===== config.mk =====
export PLATFORM = sky130hd
export DESIGN_NAME = mem_wb_stage
export DESIGN_NICKNAME = d
export VERILOG_FILES = /design/src/rtl/mem_wb_stage.sv
export SDC_FILE = /design/constraint.sdc
export NUM_CORES = 1
export LEC_CHECK = 0
export CAP_MARGIN = 20
export CORE_UTILIZATION = 40
export CTS_CLUSTER_DIAMETER = 120
export DETAILED_ROUTE_END_ITERATION = 7
export PLACE_DENSITY_LB_ADDON = 0.05
export SETUP_SLACK_MARGIN = 0.2
export SLEW_MARGIN = 30
export SYNTH_ARGS = -nofsm -noshare
export SYNTH_HDL_FRONTEND = slang
export SYNTH_SLANG_ARGS = --single-unit

===== constraint.sdc =====
create_clock -name clk -period 2.23 [get_ports clk]
set_input_delay 0.3345 -clock clk [delete_from_list [all_inputs] [get_ports clk]]
set_output_delay 0.3345 -clock clk [all_outputs]
set_load 0.01 [all_outputs]

===== src/rtl/mem_wb_stage.sv =====
// ----------------------------------------------------------------------------
// mem_wb_stage
//   MEM/WB pipeline register followed by the writeback stage. It captures the
//   memory stage's async read data, ALU result, destination register and
//   control on each rising edge. It then extracts byte/halfword loads,
//   applies sign or zero extension, and selects the ALU result or the load
//   value. It drives the register-file write port, which is also the WB
//   forwarding source.
//
//   Optional feature macro: RETIRE_CNT_EN
//     defined   : CNT_W-bit retired-instruction counter on retired_count_out
//     undefined : no counter logic; retired_count_out tied to 0
//
// Parameters
//   DATA_W  datapath width (only 32 supported)
//   REG_AW  register address width
//   CNT_W   retire counter width
//
// Ports
//   clk                 in   rising-edge clock
//   reset               in   synchronous active-high reset
//   valid_in            in   MEM stage holds a real instruction
//   read_data_in        in   word read from data memory
//   alu_result_in       in   ALU result / byte address
//   write_register_in   in   destination register
//   reg_write_in        in   register write enable
//   mem_to_reg_in       in   1 = load data, 0 = ALU result
//   load_size_in        in   00 word, 01 half, 10 byte, 11 word
//   load_unsigned_in    in   1 = zero-extend, 0 = sign-extend
//   stall               in   hold MEM/WB contents
//   flush               in   replace captured entry with a bubble
//   write_data_out      out  register file write data
//   write_register_out  out  register file write address
//   reg_write_out       out  qualified register file write enable
//   retired_count_out   out  retired instruction count
// ----------------------------------------------------------------------------
module mem_wb_stage #(
  parameter int DATA_W = 32,
  parameter int REG_AW = 5,
  parameter int CNT_W  = 32
) (
  input  logic              clk,
  input  logic              reset,
  input  logic              valid_in,
  input  logic [DATA_W-1:0] read_data_in,
  input  logic [DATA_W-1:0] alu_result_in,
  input  logic [REG_AW-1:0] write_register_in,
  input  logic              reg_write_in,
  input  logic              mem_to_reg_in,
  input  logic [1:0]        load_size_in,
  input  logic              load_unsigned_in,
  input  logic              stall,
  input  logic              flush,
  output logic [DATA_W-1:0] write_data_out,
  output logic [REG_AW-1:0] write_register_out,
  output logic              reg_write_out,
  output logic [CNT_W-1:0]  retired_count_out
);

  localparam logic [1:0] SZ_HALF = 2'b01;
  localparam logic [1:0] SZ_BYTE = 2'b10;

  // Little-endian lane extraction plus extension. Halfword offset uses only
  // addr[1]; misaligned halfwords are silently realigned, never trapped.
  function automatic logic [DATA_W-1:0] load_extract(
    input logic [DATA_W-1:0] rd,
    input logic [1:0]        addr,
    input logic [1:0]        size,
    input logic              uns
  );
    logic signed [15:0] half;
    logic signed [7:0]  byte_v;
    logic [DATA_W-1:0]  res;
    half   = addr[1] ? rd[31:16] : rd[15:0];
    byte_v = rd[8*addr +: 8];
    case (size)
      SZ_HALF: res = uns ? {16'd0, half}  : DATA_W'(half);
      SZ_BYTE: res = uns ? {24'd0, byte_v} : DATA_W'(byte_v);
      default: res = rd;
    endcase
    return res;
  endfunction

  logic              valid_q,     valid_d;
  logic [DATA_W-1:0] read_data_q, read_data_d;
  logic [DATA_W-1:0] alu_q,       alu_d;
  logic [REG_AW-1:0] wr_reg_q,    wr_reg_d;
  logic              reg_write_q, reg_write_d;
  logic              m2r_q,       m2r_d;
  logic [1:0]        size_q,      size_d;
  logic              uns_q,       uns_d;

  // A capture is a normal load of the stage (not held, not flushed).
  logic capture;
  assign capture = !flush && !stall;

  always_comb begin
    valid_d     = valid_q;
    read_data_d = read_data_q;
    alu_d       = alu_q;
    wr_reg_d    = wr_reg_q;
    reg_write_d = reg_write_q;
    m2r_d       = m2r_q;
    size_d      = size_q;
    uns_d       = uns_q;
    if (flush) begin
      // Flush outranks stall; only the qualifying bits need clearing.
      valid_d     = 1'b0;
      reg_write_d = 1'b0;
    end else if (!stall) begin
      valid_d     = valid_in;
      read_data_d = read_data_in;
      alu_d       = alu_result_in;
      wr_reg_d    = write_register_in;
      reg_write_d = reg_write_in;
      m2r_d       = mem_to_reg_in;
      size_d      = load_size_in;
      uns_d       = load_unsigned_in;
    end
  end

  // ---- MEM -> WB register boundary ----
  always_ff @(posedge clk) begin
    if (reset) begin
      valid_q     <= 1'b0;
      read_data_q <= '0;
      alu_q       <= '0;
      wr_reg_q    <= '0;
      reg_write_q <= 1'b0;
      m2r_q       <= 1'b0;
      size_q      <= 2'b00;
      uns_q       <= 1'b0;
    end else begin
      valid_q     <= valid_d;
      read_data_q <= read_data_d;
      alu_q       <= alu_d;
      wr_reg_q    <= wr_reg_d;
      reg_write_q <= reg_write_d;
      m2r_q       <= m2r_d;
      size_q      <= size_d;
      uns_q       <= uns_d;
    end
  end

  // ---- WB stage: outputs depend only on registered state ----
  assign write_register_out = wr_reg_q;
  assign reg_write_out      = valid_q && reg_write_q && (wr_reg_q != '0);
  assign write_data_out     = m2r_q ? load_extract(read_data_q, alu_q[1:0], size_q, uns_q)
                                    : alu_q;

`ifdef RETIRE_CNT_EN
  logic [CNT_W-1:0] cnt_q, cnt_d;

  // Natural binary wrap from all-ones back to zero.
  always_comb begin
    cnt_d = cnt_q;
    if (capture && valid_in) cnt_d = cnt_q + CNT_W'(1);
  end

  always_ff @(posedge clk) begin
    if (reset) cnt_q <= '0;
    else       cnt_q <= cnt_d;
  end

  assign retired_count_out = cnt_q;
`else
  logic unused_capture;
  assign unused_capture    = capture;
  assign retired_count_out = '0;
`endif

endmodule


==> results of run 1 <==
[metrics by stage]
step           power, W  setup TNS (ns)  area (sq um)  hold slack [ns]
2_1_floorplan  0.001810               0          3965           0.4138
3_3_place_gp   0.002125          -1.703          5152           0.4379
3_5_place_dp   0.002127          -2.277          5152           0.4447
4_1_cts        0.003075         -0.5270          5368           0.4558
5_1_grt        0.003214          -1.786          5403           0.4768
6_report       0.003055         -0.1667          5403           0.4535
[layout by cell type, fill, tap and decap left out, types with 2 or more instances in the layout]
master           Yosys  layout
nand2_1            209     207
clkdlybuf4s50_1      0      82
a21oi_1             82      76
dfxtp_1             75      70
buf_2                6      33
conb_1               1      32
o21ai_0             31      31
buf_4               32      28
nand3b_1            15      15
clkbuf_8             0      10
nor2_1              10       8
buf_6                2       8
mux2_2               6       6
o211ai_1             6       6
nand3_1              6       6
a31oi_1              6       6
a21oi_2              0       5
dfxtp_2              0       5
nand2b_1             4       3
clkinvlp_4           0       3
buf_12               0       3
inv_2                0       2
mux2i_4              0       2
nand2_2              0       2
nor2_4               0       2
mux2i_1              4       2
nor3_1               2       2
ha_4                 0       2
clkinv_2             0       2
[synthesized netlist by cell type]
library cell  number
a21oi_1           82
a22o_1             1
a31oi_1            6
a32o_1             1
buf_1              4
buf_2              6
buf_4             32
buf_6              2
clkbuf_1          31
conb_1             1
dfxtp_1           75
ha_1               2
inv_1              3
mux2_1             1
mux2_2             6
mux2i_1            4
nand2_1          209
nand2b_1           4
nand3_1            6
nand3b_1          15
nor2_1            10
nor2b_4            1
nor3_1             2
nor3_2             1
nor4_1             1
nor4b_1            1
o211ai_1           6
o21ai_0           31
o221a_1            1
o22ai_1            1
o311a_1            1
o32ai_1            1
or2_1              1
or3_1              2
[metal layers]
metal  vias up  GRT usage  share of wire  wire [microns]
met5         -          0              0               0
met4         0    0.07804          0.013             150
met3        11    0.03552          0.061             722
met2       143     0.4122           0.49            5715
met1      1834     0.3346           0.44            5180
li1       1995          -              -               -
[final timing paths]
kind | end | slack (ns) | start | cells past startpoint
setup / recovery | write_data_out[1] | -0.04 | size_q[0] | 6
hold / removal | alu_q[18] | 0.45 | alu_q[18] | 2
setup reg to reg | m2r_q | 1.25 | m2r_q | 3
hold reg to reg | alu_q[18] | 0.45 | alu_q[18] | 2
[power breakdown]
part | switching [W] | total (W) | internal, W
Sequential | 0.0000498 | 0.00145 | 0.00140
Combinational | 0.000321 | 0.000637 | 0.000316
Clock | 0.000536 | 0.000968 | 0.000431
Total | 0.000907 | 0.00306 | 0.00215
[worst register-to-register path, delay by kind of cell, from the launching register on]
family	cells	cell delay [ns]
flip-flops	1	0.40
AND/OR/NAND/NOR	1	0.08
buffers and inverters	1	0.29
AO/OA/AOI/OAI	1	0.14
[kinds of logic (layout without fill, tap and decap cells)]
logic type	after synthesis	after routing
muxes	11	11
and+or+nand+nor	253	253
other	1	32
adders and majority gates	2	2
DFF	75	75
AOI/OAI and AO/OA	131	131
buffers and inverters	78	174
[state kept, by name, indices dropped and copies added (netlist names)]
name / cells
read_data_q: 32
reg_write_q: 1
write_register_out: 5
alu_q: 32
m2r_q: 1
size_q: 2
uns_q: 1
valid_q: 1
[final cells by class]
class,instances,area (sq um),area share
clock buffer,10,137.6,0.02547
sequential,75,1508,0.2791
tap,129,161.4,0.02987
clock inverter,6,41.29,0.007642
inverter,3,11.26,0.002084
timing repair buffer,155,1356,0.2510
multi-input combinational,429,2187,0.4048
[what timing repair did]
item	4_1_cts	5_1_grt
resized for setup	150	21
pin swaps	16	12
endpoints found under the setup margin	33	33
gates cloned	1	0
setup buffers	3	2
==> metrics.txt, run 1 <==
status=complete, but fails checks; Post-Synth Simple-Gate Area=0.2750; Placement Setup Slack=-0.1226 ns; Yosys top cell area share=0.3905; final wirelength=11.77 mm; total track usage=0.2484; Worst Hold Class=reg2reg; largest net degree at the start of global routing=71; Final Util=0.5819; worst endpoint required time=1.90 ns; drt first-iter violations=173; Root Buffer=clkbuf_8; CP Cell Sequence=buf_4 > ha_4 > or3_4 > a32o_1 > a22o_1 > buf_2; Ys Warns=0; RSZ-0062 raised after global routing=true; worst skew pair latency=~0.35 ns; Placement Rows=35; Initial Util=0.4142; Clock Sink Count=75; DR WL/cell=about 15 microns; Arr. time, crit path=around 1.9 ns; final cell count without fillers=807; WS Path Type=reg2out; Die ar.=10010 sq um; CTS max path bufs=2; Max Cap Viol=0; Peak Freq=0.4404 GHz; CTS tree=yes; Crit path largest cell delay=slightly below 0.4 ns; Max FO, Critical Path=2; DR vias=3983; Synth Area in Compound Gates=0.1829; Inst Count DP=785; Worst-path clk slew=0.08 ns; TritonCTS buffer count=9; Final setup viols=13; die height=100.0 microns; Slew @ Worst Pin=0.5577 ns; Worst Setup End Kind=output pin; Startpoint Class=register; IO buf count=approximately 120; slowest CP cell=or3_4; dpl hpwl=8.454 mm; htree depth=3; n_diodes=0; Vias/cell=slightly below 5; Synth area leader=dfxtp_1; Post-Syn Instances=551; P per Cell Area=between 500 and 600 nW/um^2; core area=between 9000 and 10000 sq um; fill count=922; failing checks=setup timing; 1st-pass router iterations=5; initial antenna violation count=0; Synth Area in Adders=0.006508; final hold vios=0; Max IR drop VDD=344.1 uV; Seq/Total Area, Yosys=0.3905; XOR/XNOR share of the synthesized area=0; Final Wtd Congestion=about 0.88; Layout Nets=about 750; post-synthesis cell area=~3800 sq um; Congestion Overflow GR=0; mux share of post-synthesis cell area=0.03091; Largest delay share family, worst path=compound AO/OA/AOI/OAI gates; # IOs=approximately 150; Rel. slew slack=0.6282; die span in x=roughly 100 microns; top cells by area, synth=dfxtp_1 (39%), nand2_1 (20%), a21oi_1 (11%), buf_4 (6.2%), o21ai_0 (4.0%); period utilization=1.018; proportion of layout cells with a drive suffix above 1=0.1829; largest family of logic cells by synthesized area=simple AND/OR/NAND/NOR gates; DRC Markers=0; Final Max Slew Viols=0; post-route ant nets=0; final worst slack=-0.04087 ns; global-route wire length before repair=19.25 mm; FF+latch count, synth=75; Layout Skew=0 ns; Area growth, synth to finish=40.51%; hold_buf cts=0; P_leak=2.139 nW; post-synth cell types=34; Mapped Avg Cell Area=6.978 sq um; CP bufs+invs=2; crit path time final=2.271 ns; number of global-route vias before repair=3776
Power figures use the tool's default switching activity.
==> run 2: changes to the inputs <==
- GPL_ROUTABILITY_DRIVEN: unset -> 0
==> run 2 against run 1 <==
Net effect: the run still ends with setup timing left; critical path depth stayed put; non-clock buffer count fell by 1; worst setup slack got worse by 0.0047 ns; worst hold slack better by 0.0021 ns; core utilization is 0.88 points higher; cell count fell by 0.25%.
==> metrics.txt, run 2 (same netlist as run 1, synthesis figures left out) <==
Clock Sink Count=75 (unchanged); WS Path Type=reg2out; period utilization=1.020 (+0.002095); Switch Pwr=0.0008756 W (-3.5%); Slew @ Worst Pin=0.5337 ns (-0.02407 ns); Max IR drop VDD=296.3 uV (-14%); Rel. slew slack=0.6442 (+0.01604); Area after DPL=5125 sq um (-0.53%); Worst Hold Class=reg2reg; Worst Hold Depth=2 (unchanged); TritonCTS buffer count=9 (unchanged); P_leak=2.151 nW (+0.53%); dpl hpwl=8.309 mm (-1.7%); Worst Setup End Kind=output pin; Initial Util=0.4142 (unchanged); RSZ-0062 raised after global routing=true; CTS max path bufs=2 (unchanged); Placement Rows=35 (unchanged); drt first-iter violations=161 (-6.9%); commonest non-fill, non-tap cell in the layout=nand2_1; Layout Nets=753 (-0.13%); # IOs=149 (unchanged); R2R cell count=3 (unchanged); clock share of power=0.324 (+0.007); htree depth=3 (unchanged); largest net degree at the start of global routing=69 (-2.8%); HP Start=alu_q[12]; proportion of layout cells with a drive suffix above 1=0.1938 (+0.01090); Final Max Slew Viols=0 (unchanged); Vias/cell=4.913 (-0.46%); global-route wire length before repair=18.46 mm (-4.1%); Startpoint Class=register; number of global-route vias before repair=3736 (-1.1%); 1st-pass router iterations=5 (unchanged); Comb pwr share=0.208 (about the same); DRC Markers=0 (unchanged); CTS tree=yes; post-route ant nets=0 (unchanged); Max FO, Critical Path=4 (+2); crit path time final=2.276 ns (+0.004672 ns); IO buf count=116 (unchanged); Worst-path clk slew=0.07 ns (about the same); worst endpoint required time=1.90 ns (about the same); fill count=923 (+0.11%); P per Cell Area=567.4 nW/um^2 (+0.33%); core area=9284 sq um (unchanged); most frequent cells in the layout=nand2_1 (200), clkdlybuf4s50_1 (82), a21oi_1 (73); die height=100.0 microns (unchanged); die span in x=100.0 microns (unchanged); Peak Freq=0.4395 GHz (-0.21%); Congestion Overflow GR=0 (unchanged); reg-to-reg slack, setup=1.17 ns (-0.08 ns); Pint=0.002236 W (+4.1%); Area growth, synth to finish=42.63%; initial antenna violation count=0 (unchanged); Final setup viols=1 (-12); status=complete, but fails checks; total track usage=0.2350 (-0.01343); hold_buf cts=0 (unchanged); Layout Skew=0 ns (unchanged); Min Hold Slack=0.4556 ns (+0.002101 ns); R2R Path Start=m2r_q; DR vias=3955 (-0.70%); Max Cap Viol=0 (unchanged); failing checks=setup timing; design area=5484 sq um (+1.5%); final worst slack=-0.04554 ns (-0.004672 ns); Reg power frac=0.467 (-0.008); DR WL/cell=14.20 microns (-2.6%); Net Sw Frac=0.2814 (-0.01558); final wirelength=11.43 mm (-2.9%); Die ar.=10010 sq um (unchanged); worst skew pair latency=0.35 ns (about the same); Arr. time, crit path=1.94 ns (about the same); Root Buffer=clkbuf_8; n_diodes=0 (unchanged); reg2reg end=m2r_q; Hold Path End=alu_q[12]; Final Power=0.003112 W (+1.8%); final hold vios=0 (unchanged)
[run 2: worst max path at each step]
stage / startpoint / endpoint / slack [ns] / depth (start not counted)
detailed placement: size_q[1] / write_data_out[1] / -0.05 / 5
CTS: size_q[0] / write_data_out[1] / -0.06 / 7
finish: size_q[0] / write_data_out[1] / -0.05 / 6
global placement: size_q[0] / write_data_out[1] / -0.04 / 6
global route: size_q[0] / write_data_out[1] / -0.09 / 6
floorplan: size_q[0] / write_data_out[1] / 0.21 / 8
[run 2: cell type report]
type	count	area [sq um]	area share
Sequential cell	75	1509	0.2752
Clock inverter	5	55.05	0.01004
Tap cell	129	161.4	0.02943
Timing Repair Buffer	154	1401	0.2555
Multi-Input combinational cell	429	2218	0.4045
Clock buffer	10	127.6	0.02327
Inverter	3	11.26	0.002053
[run 2: through the flow]
| stage | setup TNS [ns] | worst slack (ns) | util | std cells |
|---|---|---|---|---|
| after floorplan | 0 | 0.2111 | - | 582 |
| after global placement | -0.1462 | -0.04300 | 0.5520 | 783 |
| after detailed placement | -0.2826 | -0.05273 | 0.5520 | 783 |
| after CTS | -0.1130 | -0.06436 | 0.5782 | 805 |
| after global routing | -0.5387 | -0.09397 | 0.5907 | 805 |
| final | -0.04554 | -0.04554 | 0.5907 | 805 |
[run 2: power groups by stage]
stage	sequential [W]	clock, W	combinational (W)
floorplan	0.00146	0	0.000350
global placement	0.00148	0	0.000630
detailed placement	0.00148	0	0.000636
CTS	0.00145	0.00103	0.000622
global route	0.00146	0.00108	0.000717
finish	0.00145	0.00101	0.000648
[run 2: critical path, cell delays in order (launching register included)]
cell	delay, ns
dfxtp_2	0.34
inv_2	0.04
ha_4	0.24
or3_4	0.39
a32o_1	0.23
a22o_1	0.21
buf_2	0.14
[run 2: per-layer routing]
| layer | up-vias | wire length [microns] | global-route usage |
|---|---|---|---|
| met5 | - | 0 | 0 |
| met4 | 0 | 370 | 0.1081 |
| met3 | 27 | 638 | 0.04457 |
| met2 | 138 | 5249 | 0.3804 |
| met1 | 1798 | 5174 | 0.3040 |
| li1 | 1992 | - | - |
[run 2: repair_timing]
item,CTS,global route
endpoints found under the setup margin,33,32
gates resized for setup,154,41
gates cloned,1,0
buffers inserted,6,0
pin swaps,15,9
==> run 3: changes to the inputs <==
- PLACE_DENSITY_LB_ADDON: 0.05 -> 0.08
==> run 3 against run 2 <==
Net effect: clock-buffer cell count unchanged; register-to-register slack better by 0.10 ns; fmax fell by 2.4%; clock power grew 16%; die area stayed put; highest routed layer unchanged; the flow still finishes with violations (setup timing); wire length shrank 2.5%; clock skew is the same; worst hold slack lost 0.11 ns; critical path type unchanged; largest cell class unchanged; final area fell by 0.59%; sequential share of layout area up 0.12 points; critical endpoint unchanged; first-iteration DRC count increased by 14%; core utilization fell by 0.35 points.
==> metrics.txt, run 3 (same netlist as run 1, synthesis figures left out) <==
Switch Pwr=0.0008725 W (-0.35%); Max Cap Viol=0 (unchanged); Final setup viols=7 (+6); Startpoint Class=register; clock share of power=0.360 (+0.036); RSZ-0062 raised after global routing=true; Initial Util=0.4142 (unchanged); Largest delay share family, worst path=simple AND/OR/NAND/NOR gates; initial antenna violation count=0 (unchanged); P_leak=2.108 nW (-2.0%); Congestion Overflow GR=0 (unchanged); WS Path Type=reg2out; n_diodes=0 (unchanged); Max IR drop VDD=277.8 uV (-6.2%); 1st-pass router iterations=5 (unchanged); proportion of layout cells with a drive suffix above 1=0.1682 (-0.02563); Clock Sink Count=75 (unchanged); Layout Skew=0 ns (unchanged); DR vias=3913 (-1.1%); Pint=0.002387 W (+6.7%); Reg power frac=0.446 (-0.021); Arr. time, crit path=2.00 ns (+0.06 ns); Comb pwr share=0.194 (-0.014); final hold vios=0 (unchanged); status=complete, but fails checks; global-route wire length before repair=17.90 mm (-3.0%); TritonCTS buffer count=9 (unchanged); Placement Setup Slack=-0.05527 ns (-0.002537 ns); number of global-route vias before repair=3648 (-2.4%); Final Max Slew Viols=0 (unchanged); most frequent cells in the layout=nand2_1 (208), clkdlybuf4s50_1 (82), a21oi_1 (75); fill count=881 (-4.6%); core area=9284 sq um (unchanged); Die ar.=10010 sq um (unchanged); CP bufs+invs=2 (unchanged); htree depth=3 (unchanged); # IOs=149 (unchanged); Vias/cell=4.885 (-0.57%); CP Cell Sequence=inv_2 > ha_4 > nor2b_4 > or3_4 > a32o_1 > a22o_1 > buf_2; die height=100.0 microns (unchanged); final wirelength=11.14 mm (-2.5%); DR WL/cell=13.91 microns (-2.0%); crit path time final=2.330 ns (+0.05485 ns); Root Buffer=clkbuf_8; failing checks=setup timing; largest net degree at the start of global routing=42 (-39%); Peak Freq=0.4291 GHz (-2.4%); Crit path largest cell delay=0.38 ns (about the same); Layout Nets=748 (-0.66%); CTS max path bufs=2 (unchanged); Worst Setup End Kind=output pin; final worst slack=-0.1004 ns (-0.05485 ns); commonest non-fill, non-tap cell in the layout=nand2_1; dpl hpwl=8.281 mm (-0.33%); worst endpoint required time=1.90 ns (about the same); slowest CP cell=or3_4; Area growth, synth to finish=41.78%; post-route ant nets=0 (unchanged); Net Sw Frac=0.2677 (-0.01367); Placement Rows=35 (unchanged); DRC Markers=0 (unchanged); CTS tree=yes; Worst-path clk slew=0.09 ns (+0.02 ns); die span in x=100.0 microns (unchanged); P per Cell Area=597.8 nW/um^2 (+5.4%); Worst Hold Class=in2reg; total track usage=0.2293 (-0.005656); drt first-iter violations=183 (+14%); Final Util=0.5872 (-0.003504); worst skew pair latency=0.35 ns (about the same); IO buf count=116 (unchanged); period utilization=1.045 (+0.02459); Max FO, Critical Path=3 (-1); reg-to-reg slack, setup=1.27 ns (+0.10 ns); Min Hold Slack=0.3435 ns (-0.1121 ns)
-- run 3: cell types whose count changed in the layout (fill, tap and decap cells not counted), sizes merged --
cell and delta:
clkdlybuf4s15 +20, buf -23, dlygate4sd2 -1, bufinv +1, clkbuf -1
-- run 3: worst paths after layout --
| kind | start | endpoint | depth (start not counted) |
|---|---|---|---|
| min reg2reg | alu_q[30] | alu_q[30] | 2 |
| max | size_q[0] | write_data_out[1] | 7 |
| min | reset | read_data_q[27] | 2 |
| max reg2reg | alu_q[0] | alu_q[0] | 3 |
-- run 3: layout make-up --
class                   count  area (sq um)  share of cell area
well taps                 129         161.4             0.02961
multi-input cells         429          2111              0.3872
inverters                   3         11.26            0.002066
flip-flops and latches     75          1506              0.2763
clock buffers              10         137.6             0.02525
repair buffers            149          1435              0.2633
clock inverters             6         88.84             0.01630
-- run 3: routing by layer --
layer  GRT usage  wire length [microns]
met2      0.3841                   5207
met5           0                      0
met4     0.09365                    336
met3     0.04178                    625
met1      0.2918                   4974
-- run 3: power by group through the flow --
stage	clock network [W]	registers [W]	logic [W]
3_5_place_dp	0	0.00148	0.000641
2_1_floorplan	0	0.00146	0.000350
3_3_place_gp	0	0.00148	0.000633
5_1_grt	0.00127	0.00146	0.000698
4_1_cts	0.00119	0.00145	0.000633
6_report	0.00117	0.00145	0.000632
-- run 3: what timing repair did --
item / CTS / global route
hold buffers: 0 / 0
gates resized for setup: 133 / 6
gates cloned: 1 / 0
setup endpoints to repair: 33 / 33
pin swaps: 15 / 3
buffers inserted: 2 / 0
-- run 3: metrics by stage --
stage	power, W	area (sq um)	setup TNS [ns]	std cells
after global routing	0.003423	5451	-1.924	801
after CTS	0.003276	5444	-0.1442	801
after detailed placement	0.002123	5142	-0.6589	782
after global placement	0.002113	5142	-0.5018	782
after floorplan	0.001810	3965	0	582
final	0.003259	5451	-0.1984	801
